--- src/rtl/pipeline_hazard_controller.sv ---
// pipeline_hazard_controller
//   Stall, flush and freeze control for a five-stage in-order pipeline.
//   The write enables and flushes are a same-cycle combinational decode of
//   the current state and inputs. State, the memory wait counter, the stall
//   counter and the timeout flag are registered.
//
// Parameters
//   TIMEOUT      consecutive dmem_busy cycles tolerated in MEM_WAIT (2..255)
//   CNT_W        width of stall_count
//
// Ports
//   clk          sole clock, rising edge
//   reset_n      synchronous, active-low reset
//   if_id_rs1    rs1 field of the instruction in ID
//   if_id_rs2    rs2 field of the instruction in ID
//   id_ex_MemRead instruction in EX is a load
//   id_ex_rd     destination register of the instruction in EX
//   branch_taken branch/jump resolved taken in EX this cycle
//   dmem_busy    data memory cannot complete the MEM access this cycle
//   PCWrite, IF_ID_Write, ID_EX_Write, EX_MEM_Write   register load enables
//   IF_ID_Flush, ID_EX_Flush                          bubble/NOP insertion
//   stall_count  saturating count of cycles with PCWrite=0
//   mem_timeout  sticky memory-timeout error flag
module pipeline_hazard_controller #(
  parameter int TIMEOUT = 16,
  parameter int CNT_W   = 16
) (
  input  logic             clk,
  input  logic             reset_n,
  input  logic [4:0]       if_id_rs1,
  input  logic [4:0]       if_id_rs2,
  input  logic             id_ex_MemRead,
  input  logic [4:0]       id_ex_rd,
  input  logic             branch_taken,
  input  logic             dmem_busy,
  output logic             PCWrite,
  output logic             IF_ID_Write,
  output logic             IF_ID_Flush,
  output logic             ID_EX_Flush,
  output logic             ID_EX_Write,
  output logic             EX_MEM_Write,
  output logic [CNT_W-1:0] stall_count,
  output logic             mem_timeout
);

  typedef enum logic [1:0] {
    ST_RUN      = 2'd0,
    ST_MEM_WAIT = 2'd1,
    ST_ERROR    = 2'd2
  } state_t;

  localparam logic [7:0] TIMEOUT_L = 8'(TIMEOUT);

  state_t           state_reg;
  logic [7:0]       wait_cnt_reg;
  logic [CNT_W-1:0] stall_count_reg;
  logic             mem_timeout_reg;
  logic             load_use;

  // x0 is hard-wired to zero, so a load targeting it never creates a hazard.
  assign load_use = id_ex_MemRead && (id_ex_rd != 5'd0) &&
                    ((id_ex_rd == if_id_rs1) || (id_ex_rd == if_id_rs2));

  assign stall_count = stall_count_reg;
  assign mem_timeout = mem_timeout_reg;

  always_comb begin
    PCWrite      = 1'b1;
    IF_ID_Write  = 1'b1;
    IF_ID_Flush  = 1'b0;
    ID_EX_Flush  = 1'b0;
    ID_EX_Write  = 1'b1;
    EX_MEM_Write = 1'b1;
    if (!reset_n) begin
      // Hold everything and keep NOPs flowing into the pipe while in reset.
      PCWrite      = 1'b0;
      IF_ID_Write  = 1'b0;
      ID_EX_Write  = 1'b0;
      EX_MEM_Write = 1'b0;
      IF_ID_Flush  = 1'b1;
      ID_EX_Flush  = 1'b1;
    end else if (state_reg == ST_ERROR || dmem_busy) begin
      // Full freeze: nothing moves, nothing is cleared.
      PCWrite      = 1'b0;
      IF_ID_Write  = 1'b0;
      ID_EX_Write  = 1'b0;
      EX_MEM_Write = 1'b0;
    end else if (branch_taken) begin
      // Squash the two wrong-path instructions; any load-use in ID is moot.
      IF_ID_Flush  = 1'b1;
      ID_EX_Flush  = 1'b1;
    end else if (load_use) begin
      // Hold PC and IF/ID, inject one bubble. The bubble has MemRead=0, so
      // the hazard clears on the following cycle.
      PCWrite      = 1'b0;
      IF_ID_Write  = 1'b0;
      ID_EX_Flush  = 1'b1;
    end
  end

  always_ff @(posedge clk) begin
    if (!reset_n) begin
      state_reg       <= ST_RUN;
      wait_cnt_reg    <= 8'd0;
      stall_count_reg <= '0;
      mem_timeout_reg <= 1'b0;
    end else begin
      if (!PCWrite && (stall_count_reg != {CNT_W{1'b1}})) begin
        stall_count_reg <= stall_count_reg + CNT_W'(1);
      end
      case (state_reg)
        ST_RUN: begin
          if (dmem_busy) begin
            state_reg    <= ST_MEM_WAIT;
            wait_cnt_reg <= 8'd1;
          end
        end
        ST_MEM_WAIT: begin
          if (dmem_busy) begin
            if (wait_cnt_reg < TIMEOUT_L) begin
              wait_cnt_reg <= wait_cnt_reg + 8'd1;
            end else begin
              state_reg       <= ST_ERROR;
              mem_timeout_reg <= 1'b1;
            end
          end else begin
            state_reg    <= ST_RUN;
            wait_cnt_reg <= 8'd0;
          end
        end
        ST_ERROR: begin
          // Terminal until reset.
          mem_timeout_reg <= 1'b1;
        end
        default: begin
          state_reg    <= ST_RUN;
          wait_cnt_reg <= 8'd0;
        end
      endcase
    end
  end

endmodule

--- config.mk ---
export PLATFORM = sky130hd
export DESIGN_NAME = pipeline_hazard_controller
export DESIGN_NICKNAME = d
export VERILOG_FILES = /design/src/rtl/pipeline_hazard_controller.sv
export SDC_FILE = /design/constraint.sdc
export NUM_CORES = 1
export LEC_CHECK = 0
export CORE_MARGIN = 2
export CORE_UTILIZATION = 35
export CTS_BUF_LIST = sky130_fd_sc_hd__clkbuf_8
export DETAILED_ROUTE_END_ITERATION = 12
export PLACE_DENSITY = 0.7
export SYNTH_ARGS = -nofsm -noshare
export SYNTH_HDL_FRONTEND = slang
export SYNTH_SLANG_ARGS = --single-unit
export TNS_END_PERCENT = 1
--- constraint.sdc ---
create_clock -name clk -period 1.9 [get_ports clk]
set_clock_uncertainty 0.1 [all_clocks]
set_input_delay 0.38 -clock clk [delete_from_list [all_inputs] [get_ports clk]]
set_output_delay 0.38 -clock clk [all_outputs]
set_load 0.05 [all_outputs]
After elaboration in Yosys (flattened, before gate mapping)
Cells that the tools add are included.

Bitwise gates (word level): 1. Muxes and demuxes: 24. $add $sub $neg: 2. Order comparisons: 1. Reductions and logical operators: 12. Equality and inequality tests: 10.

Operators by type and width (number): $mux 8 (3); $pmux 8 s3 (1); $add 16x1->16 const B (1); $ne 16x16->1 const B (1); $mux 1 (15); $eq 5x5->1 (2); $reduce_and 3->1 (3); $add 8x1->8 const B (1); $lt 8x5->1 const B (1); $mux 2 (3); $ne 2x2->1 const B (3); $ne 3x3->1 const B (2); $pmux 2 s3 (1); $reduce_bool 5->1 (1); $logic_and 1x1->1 (3); $eq 2x1->1 const B (1); $eq 2x2->1 const B (1); $logic_not 2->1 (1); $logic_or 1x1->1 (2); $pmux 1 s2 (1); $reduce_bool 2->1 (1); $logic_not 1->1 (1); $not 1->1 (1).

Bits in registers: 27. Output and inout bits: 23.

Logic depth before layout (Yosys ltp)
Gate-level depths: netlist of the first run.

Depth in word-level cells: 9. Depth in mapped cells: 8. Mapped depth without buffers: 7.

Least setup slack after synthesis of the first run
Ideal clock, no wire load.

Path type: input -> output. Start: input id_ex_rd[1]. End: output PCWrite. Data required time: 1.420 ns. Stages: 5. Arrival: 2.278 ns. Setup slack: -0.858 ns. Path through: or4_4 > o21ai_4 > nor2_1 > a21oi_1 > buf_4.

Longest elaborated chain between the ends: 7. Elaborated cells between the ends (all ways): 10.

Ends and longest elaborated chain: start, declared (RTL line 33) `input logic [4:0] id_ex_rd,`; $eq 5x5->1 / $reduce_bool 5->1 (equally long branches) (RTL line 62, 61); $logic_or 1x1->1 / $logic_and 1x1->1 (equally long branches) (RTL line 62, 61); $logic_and 1x1->1 (*) (RTL line 61) `assign load_use = id_ex_MemRead && (id_ex_rd != 5'd0) &&`; $mux 1 (*) (4 in series); end, declared (RTL line 36) `output logic PCWrite,`.

Mark *: on every way between the ends. The rest lies on a longest branch, timed or not.

Final worst setup path of the first run
Start: input id_ex_rd[1]. End: output ID_EX_Flush.

Longest elaborated chain between the ends: 7. Elaborated cells between the ends (all ways): 10.

Ends and longest elaborated chain: $eq 5x5->1 / $reduce_bool 5->1 (equally long branches) (RTL line 62, 61); $logic_or 1x1->1 / $logic_and 1x1->1 (equally long branches) (RTL line 62, 61); $logic_and 1x1->1 (*) (RTL line 61); $mux 1 (*) (RTL line 92) `end else if (load_use) begin`; $mux 1 (*) (RTL line 88) `end else if (branch_taken) begin`; $mux 1 (*) (RTL line 82) `end else if (state_reg == ST_ERROR || dmem_busy) begin`; $mux 1 (*) (RTL line 74) `if (!reset_n) begin`; end, declared (RTL line 39) `output logic ID_EX_Flush,`.

Marked as above.

==> results.txt, run 1 <==
critical path class: input port to output port
biggest cell delay along the critical path: 0.53 ns
number of buffers created by CTS: 3
total length of routed wires: 3774 um
I/O Pins: 43
dominant cells by area after synthesis: sky130_fd_sc_hd__dfxtp_1 36%, sky130_fd_sc_hd__xnor2_1 8.2%, sky130_fd_sc_hd__nand2_1 4.8%, sky130_fd_sc_hd__a21boi_1 4.5%, sky130_fd_sc_hd__mux2i_1 3.3%
CTS tree: built
std cell rows: 23
headroom to the max-slew limit: 74.97%
global-route wire length before repair: 6430 um
RD Place Congestion: 0.7691
core outline area: 4058 um^2
highest metal layer with signal wires: met4
pin count of the biggest net entering global routing: 17
register-to-register path setup slack: -0.10 ns
Congestion Overflow GR: 0
achievable frequency: 457.4 MHz
root buffer selected by CTS: sky130_fd_sc_hd__clkbuf_8
biggest fanout along the worst timing path: 3
unrepaired setup endpoints after global routing: yes
required time of the critical path: 1.42 ns
Global Route Usage Sum: 16.00%
largest area contributor in the netlist: sky130_fd_sc_hd__dfxtp_1
initial antenna violation count: 0
Final Max Tran Viols: 0
ANT cells: 0
total of fill cells in the finished design: 358
clock slew at the register clock pins of the worst setup and hold paths: 0.09 ns
outcome: finished with violations
worst skew pair latency: 0.28 ns
y dimension of the die: 69.44 um
average vias per placed instance: 4.970
EDFF count, synth: 0
area occupied by registers: 551.8 um^2
endpoint kind of the worst setup timing path: output port
I/O Buffers: 42
total clock sinks: 27
total number of yosys warnings: 0
FFs w/ async S/R, synth: 0%
endpoint of the lowest-slack register-to-register path: stall_count[15]$_SDFFE_PN0P_
post-route setup slack: -0.2864 ns
Setup Total Neg Slack: -1.594 ns
Maximum Capacitance Violations: 0
synth-to-layout area growth: 62.35%
Post-Place Cell Area: 2246 um^2
post-route design area: 2434 um^2
share of the synthesized area in the top cell type: 36.06%
depth of the CTS H-tree: 1
WL met2: 1944 um
Final Setup Violations: 12
amount of wire on met3 after detailed routing: 128 um
fraction of the yosys area taken by sequential cells: 36.06%
Final Instance Count excl. Fillers: 302
critical path data arrival time: 1.71 ns
violation count after the first detailed-route iteration: 70
count of nets left with antenna violations after detail routing: 0
static leakage: 0.001028 uW
number of global-route vias before repair: 1448
DRC errors left: 0
detailed placement HPWL: 2793 um
final hold violation count: 0
commonest cells in the synthesized netlist: 27 x sky130_fd_sc_hd__dfxtp_1, 19 x sky130_fd_sc_hd__nand2_1, 14 x sky130_fd_sc_hd__xnor2_1, 12 x sky130_fd_sc_hd__nor2_1, 9 x sky130_fd_sc_hd__a21boi_1
power per unit of standard cell area: 507.1 nW/um^2
worst r2r path cells: 8
post-synthesis cell type count: 43
area of the mapped netlist: 1499 um^2
CP Launch Type: input port
cell count after placement: 295
end point of the critical path: ID_EX_Flush
post-layout minimum cycle time: 2.186 ns
source of the critical timing path: id_ex_rd[1]
starting utilization of the core area: 36.94%
per-cell routed wire length: 12.50 um
cells along the critical path: buf_8 > or4_4 > o21ai_4 > and2b_2 > a21o_1 > buf_12
Tightest Pin Transition: 0.3707 ns
die outline area: 4822 um^2
register bit total from synthesis: 27
number of nets in the layout: 275
critical-path cell with the highest stage delay: sky130_fd_sc_hd__or4_4
synthesized netlist cell count: 173
via count: 1501
Util after Layout: 59.98%
reg2reg start: stall_count[0]$_SDFFE_PN0P_
count leader, synth: sky130_fd_sc_hd__dfxtp_1
CTS max path bufs: 2
met1 WL: 1666 um
Die Wd: 69.44 um
top_reg_cell synth: sky130_fd_sc_hd__dfxtp_1
failing checks: negative setup slack
mean cell area of the mapped netlist: 8.664 um^2
min-delay worst type: register to register
multi-input gate area in the final layout: 993.5 um^2
worst voltage drop across the vdd grid: 393.3 uV
count of TritonRoute iterations in the first routing pass: 4
ratio of cells with drive above 1 in the final layout: 40.87%
final period utilization: 115.1%
synthesized netlist net count: 195
flip-flop count of the largest register after layout: 16
## through the flow
step / hold WS (ns) / total power, uW / worst slack [ns]
4_1_cts: 0.3540 / 1235 / -0.3174
5_1_grt: 0.3685 / 1289 / -0.3222
3_3_place_gp: 0.3338 / 891.2 / -0.7296
3_5_place_dp: 0.3391 / 895.8 / -0.7317
6_report: 0.3583 / 1234 / -0.2864
2_1_floorplan: 0.3196 / 753.4 / -0.2897
## report_power, final
part,switching [uW],internal [uW],total [uW]
Sequential,11.9,578,590
Combinational,151,156,307
Clock,188,149,337
## worst max-delay path, delay by kind of cell
| family | cells | cell delay [ns] |
|---|---|---|
| and+or+nand+nor | 2 | 0.75 |
| AOI/OAI and AO/OA | 2 | 0.33 |
| buffers and inverters | 2 | 0.24 |
## area by class of cell
cell class,instances,area share [%]
clock buffer,3,1.697
clock inverter,1,0.3085
inverter,8,1.337
multi-input combinational,131,40.82
sequential,27,22.67
tap,50,2.571
timing repair buffer,82,30.59
## cells in the final DEF, fill, tap and decap left out, types with 7 or more instances in the layout
| cell type | synthesis | routed |
|---|---|---|
| sky130_fd_sc_hd__dfxtp_1 | 27 | 20 |
| sky130_fd_sc_hd__a21boi_1 | 9 | 9 |
| sky130_fd_sc_hd__nor2_1 | 12 | 10 |
| sky130_fd_sc_hd__nand2_1 | 19 | 18 |
| sky130_fd_sc_hd__dlygate4sd2_1 | 0 | 12 |
| sky130_fd_sc_hd__o21ai_0 | 8 | 8 |
| sky130_fd_sc_hd__buf_4 | 2 | 53 |
| sky130_fd_sc_hd__inv_1 | 8 | 7 |
| sky130_fd_sc_hd__xnor2_1 | 14 | 14 |
## routing by layer
metal	up-vias	track usage, %
met5	-	0
met4	0	4.575
met3	4	2.907
met2	32	28.63
met1	693	19.43
li1	772	-
## worst min path at each step
stage                                  from  slack [ns]  depth (start not counted)                      endpoint
3_3_place_gp   wait_cnt_reg[7]$_SDFFE_PN0P_        0.33                          2  wait_cnt_reg[7]$_SDFFE_PN0P_
6_report       wait_cnt_reg[7]$_SDFFE_PN0P_        0.36                          2  wait_cnt_reg[7]$_SDFFE_PN0P_
4_1_cts        wait_cnt_reg[7]$_SDFFE_PN0P_        0.35                          2  wait_cnt_reg[7]$_SDFFE_PN0P_
2_1_floorplan  wait_cnt_reg[7]$_SDFFE_PN0P_        0.32                          2  wait_cnt_reg[7]$_SDFFE_PN0P_
5_1_grt        wait_cnt_reg[7]$_SDFFE_PN0P_        0.37                          2  wait_cnt_reg[7]$_SDFFE_PN0P_
3_5_place_dp   wait_cnt_reg[7]$_SDFFE_PN0P_        0.34                          2  wait_cnt_reg[7]$_SDFFE_PN0P_
## cells by family (layout without fill, tap and decap cells)
logic type	count (synthesis)	in the layout	synth area share, %
AOI/OAI and AO/OA	34	34	17.45
xor gates and xnor gates	15	15	8.765
adders and majority gates	2	2	1.669
buffers and inverters	15	94	5.258
DFF	27	27	36.06
muxes	6	6	4.090
and+or+nand+nor	74	74	26.71
## what timing repair did
item | CTS | global route
hold buffers | 0 | 0
gates resized for setup | 51 | 12
setup endpoints to repair | 22 | 20
gates cloned | 0 | 0
pin swaps | 22 | 7
setup buffers | 3 | 0
No activity file was read; power rests on OpenSTA's default activity.
==> inputs of run 2 (changes only) <==
--- a/config.mk
+++ b/config.mk
@@ -5,11 +5,12 @@
 export SDC_FILE = /design/constraint.sdc
 export NUM_CORES = 1
 export LEC_CHECK = 0
+export ABC_AREA = 1
 export CORE_MARGIN = 2
 export CORE_UTILIZATION = 35
 export CTS_BUF_LIST = sky130_fd_sc_hd__clkbuf_8
 export DETAILED_ROUTE_END_ITERATION = 12
-export PLACE_DENSITY = 0.7
+export PLACE_DENSITY = 0.69
 export SYNTH_ARGS = -nofsm -noshare
 export SYNTH_HDL_FRONTEND = slang
 export SYNTH_SLANG_ARGS = --single-unit
==> run 2 against run 1 <==
The run now ends clean. Clock power shrank 5%. Die area grew 9.4%. Sequential power fell by 1%. Cell area fell by 0.87%. Largest cell class unchanged. Count of clock-buffer cells in the layout stayed put. Critical path depth stayed put. Global-route usage increased by 1.3 points. Setup slack improved by 0.29 ns. Register-to-register slack improved by 0.28 ns. Flip-flop and latch count did not move.
==> results.txt, run 2 <==
mean cell area of the mapped netlist: 6.843 um^2 (-21%)
final period utilization: 99.68% (-15 points)
total of fill cells in the finished design: 459 (+28%)
headroom to the max-slew limit: 71.72% (-3.2 points)
largest area contributor in the netlist: sky130_fd_sc_hd__dfxtp_1
number of global-route vias before repair: 1625 (+12%)
Final Max Tran Viols: 0 (unchanged)
multi-input gate area in the final layout: 1041 um^2 (+4.8%)
per-cell routed wire length: 11.60 um (-7.2%)
CTS max path bufs: 2 (unchanged)
fraction of the yosys area taken by sequential cells: 32.78% (-3.3 points)
RD Place Congestion: 0.8819 (+15%)
biggest fanout along the worst timing path: 2 (-1)
post-synthesis cell type count: 28 (-35%)
outcome: completed
commonest cells in the synthesized netlist: 63 x sky130_fd_sc_hd__nand2_1, 27 x sky130_fd_sc_hd__dfxtp_1, 27 x sky130_fd_sc_hd__nand3_1, 26 x sky130_fd_sc_hd__inv_1, 26 x sky130_fd_sc_hd__nor2_1
number of buffers created by CTS: 3 (unchanged)
critical path class: input port to output port
flip-flop count of the largest register after layout: 16 (unchanged)
CTS tree: built
starting utilization of the core area: 37.11% (+0.16 points)
critical-path cell with the highest stage delay: sky130_fd_sc_hd__clkdlybuf4s50_1
synthesized netlist cell count: 241 (+39%)
area occupied by registers: 543.0 um^2 (-1.6%)
critical path data arrival time: 1.41 ns (-0.30 ns)
FFs w/ async S/R, synth: 0% (unchanged)
Global Route Usage Sum: 17.34% (+1.3 points)
dominant cells by area after synthesis: sky130_fd_sc_hd__dfxtp_1 33%, sky130_fd_sc_hd__nand2_1 14%, sky130_fd_sc_hd__nand3_1 8.2%, sky130_fd_sc_hd__inv_1 5.9%, sky130_fd_sc_hd__nor2_1 5.9%
pin count of the biggest net entering global routing: 24 (+7)
endpoint kind of the worst setup timing path: output port
register bit total from synthesis: 27 (unchanged)
violation count after the first detailed-route iteration: 94 (+34%)
Final Total Pwr: 1185 uW (-4.0%)
Congestion Overflow GR: 0 (unchanged)
cells along the critical path: clkdlybuf4s50_1 > inv_2 > nand3_2 > nand2_4 > clkinvlp_4 > buf_12
total clock sinks: 27 (unchanged)
detailed placement HPWL: 3276 um (+17%)
final hold violation count: 0 (unchanged)
std cell rows: 24 (+4.3%)
y dimension of the die: 72.64 um (+4.6%)
required time of the critical path: 1.42 ns (about the same)
I/O Buffers: 42 (unchanged)
Tightest Pin Transition: 0.4197 ns (+0.04907 ns)
post-layout minimum cycle time: 1.894 ns (-0.2925 ns)
total length of routed wires: 4142 um (+9.8%)
I/O Pins: 43 (unchanged)
depth of the CTS H-tree: 1 (unchanged)
synthesized netlist net count: 263 (+35%)
number of hold buffers added after cts: 0 (unchanged)
global-route wire length before repair: 7376 um (+15%)
synth-to-layout area growth: 46.28%
total number of yosys warnings: 0 (unchanged)
share of the synthesized area in the top cell type: 32.78% (-3.3 points)
minimum hold slack: 0.3479 ns (-0.01035 ns)
number of nets in the layout: 328 (+19%)
EDFF count, synth: 0 (unchanged)
die outline area: 5277 um^2 (+9.4%)
count of TritonRoute iterations in the first routing pass: 4 (unchanged)
achievable frequency: 528.0 MHz (+15%)
core outline area: 4444 um^2 (+9.5%)
area of the mapped netlist: 1649 um^2 (+10%)
min-delay worst type: register to register
worst voltage drop across the vdd grid: 282.7 uV (-28%)
Maximum Capacitance Violations: 0 (unchanged)
ratio of cells with drive above 1 in the final layout: 33.44% (-7.4 points)
Die Wd: 72.64 um (+4.6%)
unrepaired setup endpoints after global routing: yes
ANT cells: 0 (unchanged)
via count: 1697 (+13%)
count leader, synth: sky130_fd_sc_hd__nand2_1
worst skew pair latency: 0.27 ns (about the same)
top_reg_cell synth: sky130_fd_sc_hd__dfxtp_1
root buffer selected by CTS: sky130_fd_sc_hd__clkbuf_8
count of nets left with antenna violations after detail routing: 0 (unchanged)
biggest cell delay along the critical path: 0.44 ns (-0.09 ns)
initial antenna violation count: 0 (unchanged)
most frequent cells in the layout: 60 x sky130_fd_sc_hd__nand2_1, 44 x sky130_fd_sc_hd__buf_4, 26 x sky130_fd_sc_hd__nand3_1
DRC errors left: 0 (unchanged)
clock slew at the register clock pins of the worst setup and hold paths: 0.09 ns (about the same)
static leakage: 0.001041 uW (+1.2%)
CP Launch Type: input port
power per unit of standard cell area: 491.0 nW/um^2 (-3.2%)
average vias per placed instance: 4.754 (-4.4%)
commonest non-fill, non-tap cell in the layout: sky130_fd_sc_hd__nand2_1
Final Setup Violations: 0 (-12)
==> run 2: cell types whose count changed after synthesis, moves of 4 or more <==
cell,before,now
sky130_fd_sc_hd__or3_2,4,0
sky130_fd_sc_hd__nor2_1,12,26
sky130_fd_sc_hd__nand2_1,19,63
sky130_fd_sc_hd__a21oi_1,2,10
sky130_fd_sc_hd__xnor2_1,14,9
sky130_fd_sc_hd__a21boi_1,9,0
sky130_fd_sc_hd__mux2i_1,5,0
sky130_fd_sc_hd__nand3_1,8,27
sky130_fd_sc_hd__a21oi_2,0,10
sky130_fd_sc_hd__xor2_1,1,8
sky130_fd_sc_hd__or3_1,4,0
sky130_fd_sc_hd__inv_1,8,26
==> run 2: worst max-delay path, delay by kind of cell <==
family        cells  cell delay, ns
simple gates      2            0.19
buf+inv           4            0.83
==> run 2: worst paths after layout <==
check                                                   from                            to  slack (ns)  cells after the start
worst max-delay path                            branch_taken                   IF_ID_Write       0.006                      6
worst max register to register   stall_count[0]$_SDFFE_PN0P_  stall_count[12]$_SDFFE_PN0P_        0.18                      9
worst min-delay path            wait_cnt_reg[6]$_SDFFE_PN0P_  wait_cnt_reg[6]$_SDFFE_PN0P_        0.35                      2
worst min register to register  wait_cnt_reg[6]$_SDFFE_PN0P_  wait_cnt_reg[6]$_SDFFE_PN0P_        0.35                      2
==> run 2: what timing repair did <==
item / CTS / global route
setup endpoints to repair: 21 / 6
hold endpoints to repair: 0 / 0
gates cloned: 0 / 0
resized for setup: 71 / 17
setup buffers: 1 / 1
pin swaps: 24 / 15
==> run 2: cells by family (layout without fill, tap and decap cells) <==
group           count (synthesis)  count (layout)  share of synthesized area (%)
xor+xnor                       17              17                          9.029
flops                          27              27                          32.78
compound gates                 30              30                          12.06
fa+ha+maj                       2               2                          1.517
simple gates                  130             130                          35.43
buf+inv                        35              99                          9.180
==> run 2: layout make-up <==
class | count | share of cell area [%]
Multi-Input combinational cell | 179 | 43.15
Timing Repair Buffer | 67 | 25.26
Sequential cell | 27 | 22.51
Inverter | 28 | 4.512
Tap cell | 52 | 2.697
Clock buffer | 3 | 1.712
Clock inverter | 1 | 0.1556
==> run 2: routing by layer <==
layer / part of all wire, % / wire length, um / GRT usage, % / vias up
li1: - / - / - / 904
met1: 50 / 2063 / 25.36 / 758
met2: 46 / 1887 / 27.37 / 33
met3: 4.2 / 175 / 3.315 / 2
met4: 0.36 / 15 / 1.852 / 0
met5: 0 / 0 / 0 / -
==> run 2: report_power, final <==
group          total, uW  internal (uW)  switching (uW)
Clock                321            145             176
Sequential           582            575            6.98
Combinational        281            124             158
==> run 2: per-stage QoR <==
| step | setup TNS, ns | setup WS (ns) | std cells | utilization (%) | instance area, um^2 |
|---|---|---|---|---|---|
| floorplan | -1.327 | -0.2432 | 241 | - | 1672 |
| global placement | -7.107 | -0.4572 | 351 | 51.97 | 2310 |
| detailed placement | -7.740 | -0.4860 | 351 | 51.97 | 2310 |
| CTS | -0.04211 | -0.02107 | 356 | 52.87 | 2350 |
| global route | -0.1081 | -0.05408 | 357 | 54.28 | 2412 |
| finish | 0 | 0.006163 | 357 | 54.28 | 2412 |
==> inputs of run 3 (changes only) <==
--- a/config.mk
+++ b/config.mk
@@ -10,7 +10,7 @@
 export CORE_UTILIZATION = 35
 export CTS_BUF_LIST = sky130_fd_sc_hd__clkbuf_8
 export DETAILED_ROUTE_END_ITERATION = 12
-export PLACE_DENSITY = 0.69
+export PLACE_DENSITY_LB_ADDON = 0.2
 export SYNTH_ARGS = -nofsm -noshare
 export SYNTH_HDL_FRONTEND = slang
 export SYNTH_SLANG_ARGS = --single-unit
==> run 3 against run 2 <==
Sequential power barely moved. Largest cell class unchanged. Wire length fell by 5.4%. Global-route usage fell by 1.3 points. First-iteration DRC count fell by 7.4%. Via count fell by 0.29%. Total power barely moved. Sequential share of layout area rose by 0.087 points. Clock power barely moved. Cell area fell by 0.16%. Critical path depth did not move.
==> results.txt, run 3 (synthesized netlist as in run 2, its figures left out) <==
most frequent cells in the layout: 52 x sky130_fd_sc_hd__nand2_1, 41 x sky130_fd_sc_hd__buf_4, 26 x sky130_fd_sc_hd__nand3_1
cell count after placement: 351 (unchanged)
critical path data arrival time: 1.38 ns (-0.03 ns)
Maximum Capacitance Violations: 0 (unchanged)
cell depth of the worst min-delay path: 2 (unchanged)
count of TritonRoute iterations in the first routing pass: 4 (unchanged)
static leakage: 0.001028 uW (-1.2%)
headroom to the max-slew limit: 77.13% (+5.4 points)
I/O Buffers: 42 (unchanged)
std cell rows: 24 (unchanged)
combinational group share of total power: 23.6% (about the same)
final hold violation count: 0 (unchanged)
CTS tree: built
synth-to-layout area growth: 46.05%
worst skew pair latency: 0.27 ns (about the same)
endpoint kind of the worst setup timing path: output port
power per unit of standard cell area: 491.4 nW/um^2 (about the same)
Die Wd: 72.64 um (unchanged)
Final Max Tran Viols: 0 (unchanged)
post-layout minimum cycle time: 1.855 ns (-0.03869 ns)
number of hold buffers added after cts: 0 (unchanged)
per-cell routed wire length: 11.01 um (-5.1%)
RD Place Congestion: 0.8843 (+0.27%)
unrepaired setup endpoints after global routing: yes
minimum hold slack: 0.3461 ns (-0.001825 ns)
outcome: completed
Congestion Overflow GR: 0 (unchanged)
Final Total Pwr: 1184 uW (about the same)
achievable frequency: 539.0 MHz (+2.1%)
ratio of cells with drive above 1 in the final layout: 36.84% (+3.4 points)
root buffer selected by CTS: sky130_fd_sc_hd__clkbuf_8
CP Launch Type: input port
starting utilization of the core area: 37.11% (unchanged)
multi-input gate area in the final layout: 1026 um^2 (-1.4%)
Final Instance Count excl. Fillers: 356 (-0.28%)
end point of the critical path: PCWrite
number of nets in the layout: 327 (-0.30%)
min-delay worst type: register to register
crit-path leading delay family: buffers and inverters
critical-path cell with the highest stage delay: sky130_fd_sc_hd__clkdlybuf4s50_1
total buffers and inverters traversed by the critical path: 4 (unchanged)
commonest non-fill, non-tap cell in the layout: sky130_fd_sc_hd__nand2_1
Tightest Pin Transition: 0.3395 ns (-0.08026 ns)
DRC errors left: 0 (unchanged)
final period utilization: 97.64% (-2.0 points)
total of fill cells in the finished design: 454 (-1.1%)
power share of the clock group: 27.3% (+0.2 points)
total clock sinks: 27 (unchanged)
total length of routed wires: 3918 um (-5.4%)
Util after Layout: 54.19% (-0.084 points)
register-to-register path setup slack: 0.22 ns (+0.04 ns)
die outline area: 5277 um^2 (unchanged)
area occupied by registers: 544.3 um^2 (+0.23%)
global-route wire length before repair: 6741 um (-8.6%)
critical path class: input port to output port
worst voltage drop across the vdd grid: 256.6 uV (-9.2%)
average vias per placed instance: 4.753 (about the same)
Global Route Usage Sum: 16.07% (-1.3 points)
biggest fanout along the worst timing path: 2 (unchanged)
clock slew at the register clock pins of the worst setup and hold paths: 0.09 ns (about the same)
stages on the worst setup path: 6 (unchanged)
initial antenna violation count: 0 (unchanged)
P_sw: 336.3 uW (-1.3%)
worst r2r path cells: 9 (unchanged)
core outline area: 4444 um^2 (unchanged)
endpoint of the lowest-slack register-to-register path: stall_count[0]$_SDFFE_PN0P_
cells along the critical path: clkdlybuf4s50_1 > inv_2 > nor2_4 > nand2_4 > clkinvlp_4 > buf_12
count of nets left with antenna violations after detail routing: 0 (unchanged)
ANT cells: 0 (unchanged)
required time of the critical path: 1.42 ns (about the same)
number of global-route vias before repair: 1573 (-3.2%)
pin count of the biggest net entering global routing: 24 (unchanged)
number of buffers created by CTS: 3 (unchanged)
detailed placement HPWL: 3063 um (-6.5%)
source of the critical timing path: reset_n
depth of the CTS H-tree: 1 (unchanged)
Reg power frac: 49.2% (about the same)
via count: 1692 (-0.29%)
internal power: 847.3 uW (+0.42%)
flip-flop count of the largest register after layout: 16 (unchanged)
violation count after the first detailed-route iteration: 87 (-7.4%)
share of total power consumed by net switching: 28.41% (-0.35 points)
I/O Pins: 43 (unchanged)
biggest cell delay along the critical path: 0.49 ns (+0.05 ns)
reg2reg start: stall_count[0]$_SDFFE_PN0P_
y dimension of the die: 72.64 um (unchanged)
Final Setup Violations: 0 (unchanged)
CTS max path bufs: 2 (unchanged)
## run 3: cell count changes in the layout (fill, tap and decap cells not counted), moves of 2 or more
cell	previous run	this run
sky130_fd_sc_hd__buf_2	5	3
sky130_fd_sc_hd__nand2_2	5	13
sky130_fd_sc_hd__o21ai_1	1	3
sky130_fd_sc_hd__buf_4	44	41
sky130_fd_sc_hd__nand2_1	60	52
sky130_fd_sc_hd__buf_6	5	10
sky130_fd_sc_hd__o21ai_4	2	0
sky130_fd_sc_hd__inv_1	22	19
sky130_fd_sc_hd__inv_4	0	2
sky130_fd_sc_hd__clkdlybuf4s15_1	2	0
## run 3: routing by layer
metal,GRT usage (%),up-vias,part of all wire (%)
li1,-,903,-
met1,21.49,759,48
met2,26.16,26,47
met3,2.348,4,3.2
met4,6.173,0,1.4
met5,0,-,0
## run 3: cell type report
| cell class | count | area share [%] |
|---|---|---|
| well taps | 52 | 2.701 |
| multi-input cells | 179 | 42.60 |
| clock buffers | 3 | 1.714 |
| clock inverters | 1 | 0.2078 |
| flip-flops and latches | 27 | 22.60 |
| repair buffers | 66 | 25.45 |
| inverters | 28 | 4.727 |
## run 3: worst min-delay path by stage
stage                                       from                      endpoint
finish              wait_cnt_reg[5]$_SDFFE_PN0P_  wait_cnt_reg[5]$_SDFFE_PN0P_
global route        wait_cnt_reg[6]$_SDFFE_PN0P_  wait_cnt_reg[6]$_SDFFE_PN0P_
CTS                 wait_cnt_reg[5]$_SDFFE_PN0P_  wait_cnt_reg[5]$_SDFFE_PN0P_
detailed placement  wait_cnt_reg[5]$_SDFFE_PN0P_  wait_cnt_reg[5]$_SDFFE_PN0P_
global placement    wait_cnt_reg[7]$_SDFFE_PN0P_  wait_cnt_reg[7]$_SDFFE_PN0P_
floorplan           wait_cnt_reg[6]$_SDFFE_PN0P_  wait_cnt_reg[6]$_SDFFE_PN0P_
## run 3: per-stage QoR
step / cell area, um^2 / setup slack, ns / setup TNS (ns)
floorplan: 1672 / -0.2432 / -1.327
global placement: 2297 / -0.4502 / -7.005
detailed placement: 2297 / -0.4734 / -7.289
CTS: 2325 / -0.003682 / -0.007036
global route: 2409 / -0.01686 / -0.03253
finish: 2409 / 0.04485 / 0
## run 3: what timing repair did
item	in CTS	in global routing
gates resized for setup	70	32
endpoints found under the hold margin	0	0
setup endpoints to repair	21	3
setup buffers	1	0
pin swaps	27	23
## run 3: power by group through the flow
stage	Combinational, uW	Sequential [uW]	Clock [uW]
after global routing	303	583	357
after floorplan	119	617	0
after CTS	259	582	341
after global placement	263	595	0
final	279	582	323
after detailed placement	264	595	0
## run 3: worst min-delay path, stage by stage (launching register included)
cell,delay [ns]
sky130_fd_sc_hd__dfxtp_1,0.31
sky130_fd_sc_hd__inv_1,0.06
sky130_fd_sc_hd__nor3_1,0.05
